**src/rtl/compare_pkg.sv**
```systemverilog
// Shared state encoding and width helper for the bit-serial comparator.
package compare_pkg;

  typedef enum logic [1:0] {
    ST_IDLE = 2'd0,
    ST_SCAN = 2'd1,
    ST_DONE = 2'd2
  } state_t;

  // Ceiling log2; returns 0 for v <= 1.
  function automatic int unsigned clog2(input int unsigned v);
    int unsigned r;
    r = 0;
    for (int unsigned i = 0; i < 32; i++) begin
      if ((64'(1) << i) < 64'(v)) r = i + 1;
    end
    return r;
  endfunction

endpackage

```
**src/rtl/compare_bit_cell.sv**
```systemverilog
// One-bit magnitude compare cell: x > y and x == y.
module compare_bit_cell (
  input  logic x,
  input  logic y,
  output logic bit_gt,
  output logic bit_eq
);

  assign bit_gt = x & ~y;
  assign bit_eq = ~(x ^ y);

endmodule

```
**src/rtl/compare_serial.sv**
```systemverilog
// Bit-serial N-bit unsigned magnitude comparator, MSB first.
// Define COMPARE_EARLY_EXIT_EN to finish on the first differing bit.
module compare_serial
  import compare_pkg::*;
#(
  parameter int unsigned N = 8
) (
  input  logic         clk,
  input  logic         reset,
  input  logic         start,
  input  logic [N-1:0] a,
  input  logic [N-1:0] b,
  output logic         ready,
  output logic         done_tick,
  output logic         gt,
  output logic         eq,
  output logic         lt
);

  localparam int unsigned CW = (N > 1) ? clog2(N) : 1;

  state_t          state, state_n;
  logic [N-1:0]    a_reg, a_reg_n;
  logic [N-1:0]    b_reg, b_reg_n;
  logic [CW-1:0]   cnt, cnt_n;
  logic            decided, decided_n;
  logic            res_gt, res_gt_n;
  logic            res_lt, res_lt_n;
  logic            ready_n, done_n;
  logic            gt_n, eq_n, lt_n;
  logic            cell_gt, cell_eq;
  logic            scan_exit;

  compare_bit_cell u_cell (
    .x      (a_reg[N-1]),
    .y      (b_reg[N-1]),
    .bit_gt (cell_gt),
    .bit_eq (cell_eq)
  );

  // State, datapath and registered outputs.
  always_ff @(posedge clk) begin
    if (reset) begin
      state     <= ST_IDLE;
      a_reg     <= '0;
      b_reg     <= '0;
      cnt       <= '0;
      decided   <= 1'b0;
      res_gt    <= 1'b0;
      res_lt    <= 1'b0;
      ready     <= 1'b1;
      done_tick <= 1'b0;
      gt        <= 1'b0;
      eq        <= 1'b0;
      lt        <= 1'b0;
    end else begin
      state     <= state_n;
      a_reg     <= a_reg_n;
      b_reg     <= b_reg_n;
      cnt       <= cnt_n;
      decided   <= decided_n;
      res_gt    <= res_gt_n;
      res_lt    <= res_lt_n;
      ready     <= ready_n;
      done_tick <= done_n;
      gt        <= gt_n;
      eq        <= eq_n;
      lt        <= lt_n;
    end
  end

  // Next-state and next-output logic.
  always_comb begin
    state_n   = state;
    a_reg_n   = a_reg;
    b_reg_n   = b_reg;
    cnt_n     = cnt;
    decided_n = decided;
    res_gt_n  = res_gt;
    res_lt_n  = res_lt;
    gt_n      = gt;
    eq_n      = eq;
    lt_n      = lt;
    scan_exit = 1'b0;

    case (state)
      ST_IDLE: begin
        if (start) begin
          a_reg_n   = a;
          b_reg_n   = b;
          cnt_n     = CW'(N - 1);
          decided_n = 1'b0;
          res_gt_n  = 1'b0;
          res_lt_n  = 1'b0;
          state_n   = ST_SCAN;
        end
      end
      ST_SCAN: begin
        // First differing bit from the MSB decides; later bits are ignored.
        if (!decided && !cell_eq) begin
          res_gt_n  = cell_gt;
          res_lt_n  = ~cell_gt;
          decided_n = 1'b1;
        end
        a_reg_n = a_reg << 1;
        b_reg_n = b_reg << 1;
        if (cnt != '0) cnt_n = cnt - CW'(1);
`ifdef COMPARE_EARLY_EXIT_EN
        scan_exit = (cnt == '0) || (!decided && !cell_eq);
`else
        scan_exit = (cnt == '0);
`endif
        if (scan_exit) begin
          state_n = ST_DONE;
          gt_n    = res_gt_n;
          lt_n    = res_lt_n;
          eq_n    = ~(res_gt_n | res_lt_n);
        end
      end
      ST_DONE: begin
        state_n = ST_IDLE;
      end
      default: begin
        state_n = ST_IDLE;
      end
    endcase

    ready_n = (state_n == ST_IDLE);
    done_n  = (state_n == ST_DONE);
  end

endmodule

```
**config.mk**
```make
export PLATFORM = sky130hd
export DESIGN_NAME = compare_serial
export DESIGN_NICKNAME = d
export VERILOG_FILES = /design/src/rtl/compare_pkg.sv /design/src/rtl/compare_bit_cell.sv /design/src/rtl/compare_serial.sv
export SDC_FILE = /design/constraint.sdc
export NUM_CORES = 1
export LEC_CHECK = 0
export ABC_AREA = 1
export CAP_MARGIN = 20
export CORE_ASPECT_RATIO = 1.2
export CORE_MARGIN = 4
export CORE_UTILIZATION = 35
export DETAILED_ROUTE_END_ITERATION = 10
export HOLD_SLACK_MARGIN = 0.1
export SLEW_MARGIN = 20
export SYNTH_ARGS = -nofsm -noshare
export SYNTH_HDL_FRONTEND = slang
export SYNTH_SLANG_ARGS = --single-unit
```
**constraint.sdc**
```tcl
create_clock -name clk -period 1.65 [get_ports clk]
set_clock_uncertainty 0.1 [all_clocks]
set_input_delay 0.33 -clock clk [delete_from_list [all_inputs] [get_ports clk]]
set_output_delay 0.33 -clock clk [all_outputs]
set_load 0.05 [all_outputs]
```
==> impl_metrics.py <==
metrics = {
    "drt": {
        "drt_drc_violations_left": 0,
        "drt-met1-wl_um": 1200,
        "total_wirelength_um": 2810,
        "route.met3.wl_um": 165,
        "via_per_inst": 4.78,
        "drt_pre_antenna_iters": 5,
        "drtIter0Drc": 30,
        "drt-wirelength-per-cell_um": 11.9,
        "drt.antenna.violating_nets": 0,
        "routed.top_layer": "met4",
        "routed-wl-met2_um": 1380,
        "route.vias.total": 1132,
    },
    "placement": {
        "io_buffers": 23,
        "post_dp_cell_area_um2": 1570,
        "pre_cts_ws_ps": 33.7,
        "post-dp-hpwl_um": 2030,
        "place.detailed.instances": 230,
        "finalWeightedCongestion": 0.794,
    },
    "grt": {
        "global_route.overflow_total": 0,
        "grt_start_max_net_pins": 18,
        "grt_pass1_vias": 1105,
        "initial_antenna_violation_count": 0,
        "global_route_wire_length_before_repair_um": 4830,
        "gr-usage-all-layers": 0.135,
    },
    "clocking": {
        "cts_hold_buf": 0,
        "cts_sinks": 29,
        "postCtsSetupRepairBufs": 0,
        "tritoncts": "built",
        "cts.path.max_buffers": 2,
        "cts_root_buffer": "sky130_fd_sc_hd__clkbuf_8",
        "cts-buffers-inserted": 5,
        "htreeDepth": 2,
        "worstSkewPairLatency_ps": 280,
        "clk_pin_slew_worst_paths_ps": 60,
    },
    "pwr": {
        "p_comb_frac": 0.207,
        "total_power_mw": 1.74,
        "ratio_of_total_power_to_cell_area_nw_per_um2": 1050,
        "power.static_leakage_nw": 0.705,
        "power.internal_mw": 1.24,
        "switching_share": 0.288,
        "p_clk_frac": 0.339,
        "sequentialPowerShare": 0.454,
        "vdd_drop_max_v": 0.000565,
        "netSwitchingPower_mw": 0.502,
    },
    "synth": {
        "syn_inst": 173,
        "yosys-top-cells-area": "sky130_fd_sc_hd__dfxtp_1, sky130_fd_sc_hd__nand2_1, sky130_fd_sc_hd__inv_1, sky130_fd_sc_hd__a31oi_1, sky130_fd_sc_hd__a21oi_1",
        "synth.distinct_cells": 21,
        "synth.net_count": 195,
        "synth_top_family_by_area": "simple AND/OR/NAND/NOR gates",
        "synth-xor-area-share": 0.00683,
        "mappedNetlistArea_um2": 1280,
        "yosysWarningCount": 0,
        "synth_sequential_area_ratio": 0.453,
        "fraction_of_the_mapped_netlist_area_in_adder_cells": 0.0293,
        "synth_area_per_cell_um2": 7.41,
        "synthMuxAreaShare": 0,
        "register_bit_total_from_synthesis": 29,
        "synthSimpleGateAreaFrac": 0.285,
        "synth_top_area_share": 0.453,
        "synth_area_leader_cell": "sky130_fd_sc_hd__dfxtp_1",
        "synth-compound-area-share": 0.113,
    },
    "finish": {
        "seqCellArea_um2": 581,
        "layout.cells.most_common_list": "sky130_fd_sc_hd__nand2_1, sky130_fd_sc_hd__dfxtp_1, sky130_fd_sc_hd__inv_1",
        "growth_of_design_area_from_synthesis_to_finish_pct": 29.5,
        "post_route_cells_drive_above_1_share": 0.130,
        "mostFrequentLayoutCell": "sky130_fd_sc_hd__nand2_1",
        "final_design_area_excluding_fillers_um2": 1660,
        "fillerInstances": 356,
        "final_core_density": 0.485,
        "antenna_cells_inserted": 0,
        "layout.cells.non_filler": 237,
        "multi_input_area_um2": 559,
        "num-nets-final": 222,
    },
    "setup_path": {
        "worst-endpoint-required_ps": 1760,
        "category_of_the_most_critical_setup_path": "reg -> reg",
        "worstSetupEndpointType": "flop",
        "critPathArrivalTime_ps": 1600,
        "start_kind": "flop",
        "crit_path_max_fanout": 5,
    },
    "floorplanning": {
        "core-area_um2": 3420,
        "die_boundary_width_um": 63.3,
        "initial_utilization": 0.374,
        "area_of_the_die_um2": 4700,
        "io-pin-count": 24,
        "fp.dieH_um": 74.3,
        "std_cell_rows": 23,
    },
    "timing": {
        "rsz0062_at_grt": "false",
        "slew_headroom": 0.743,
        "timing_hold_violations_final": 0,
        "fin_tns_setup_ps": 0,
        "maxSlewViolCount": 0,
        "final_min_period_over_clock_period": 0.902,
        "setup-violations-final": 0,
        "timing.fmax_mhz": 672,
        "holdWs_ps": 362,
        "final_critical_path_setup_slack_ps": 162,
        "worst_slew_pin_slew_ps": 385,
        "timing.final.crit_period_ps": 1490,
    },
    "status": {
        "run_status": "finished clean",
    },
    "min_path": {
        "hold_path.class": "reg -> reg",
    },
    "flow_run": {
        "maxCapViolations": 0,
    },
}
[cell families after synthesis]
kind of cell             Yosys count
adder cells (fa/ha/maj)            3
XOR/XNOR                           1
AO/OA/AOI/OAI                     25
buffers and inverters             30
flip-flops                        29
AND/OR/NAND/NOR                   85
[cell type report]
cell class,instances,area share
clock buffer,7,0.0520
inverter,24,0.0588
multi-input combinational,114,0.337
sequential,29,0.350
tap,37,0.0279
timing repair buffer,26,0.175
[cells in the mapped netlist (all sizes together)]
cell	number
xor2	1
a31oi	8
a21oi	8
o21ai	5
nand2	66
buf	5
clkbuf	1
dfxtp	29
o211ai	4
nor2	12
ha	3
nand3	7
inv	24
[critical path, cell delays in order (launching register included)]
cell,delay (ps)
sky130_fd_sc_hd__dfxtp_1,330
sky130_fd_sc_hd__inv_1,50
sky130_fd_sc_hd__ha_1,310
sky130_fd_sc_hd__nor2_2,170
sky130_fd_sc_hd__nand2_1,120
sky130_fd_sc_hd__o21ai_0,130
sky130_fd_sc_hd__nand2_1,90
sky130_fd_sc_hd__a21oi_1,130
[power by group through the flow]
stage	combinational, mW	sequential, mW	clock, mW
after floorplan	0.219	0.828	0
after global placement	0.354	0.805	0
after detailed placement	0.360	0.808	0
after CTS	0.362	0.792	0.602
after global routing	0.404	0.800	0.633
final	0.360	0.792	0.591
[final timing paths]
path | startpoint | to | slack, ps | cells past startpoint
setup / recovery | b_reg[7] | gt | 160 | 7
hold / removal | a_reg[0] | a_reg[0] | 360 | 2
setup reg to reg | b_reg[7] | gt | 160 | 7
hold reg to reg | a_reg[0] | a_reg[0] | 360 | 2
[per-layer routing]
metal / track usage / vias up
met1: 0.147 / 506
li1: - / 590
met5: 0 / -
met4: 0.0719 / 0
met2: 0.226 / 32
met3: 0.0544 / 4
[repair_timing]
| action | 4_1_cts | 5_1_grt |
|---|---|---|
| endpoints found under the hold margin | 0 | 0 |
| resized for setup | 0 | 1 |
| setup endpoints to repair | 0 | 3 |
Note: power is estimated with default switching activity, not from simulation.
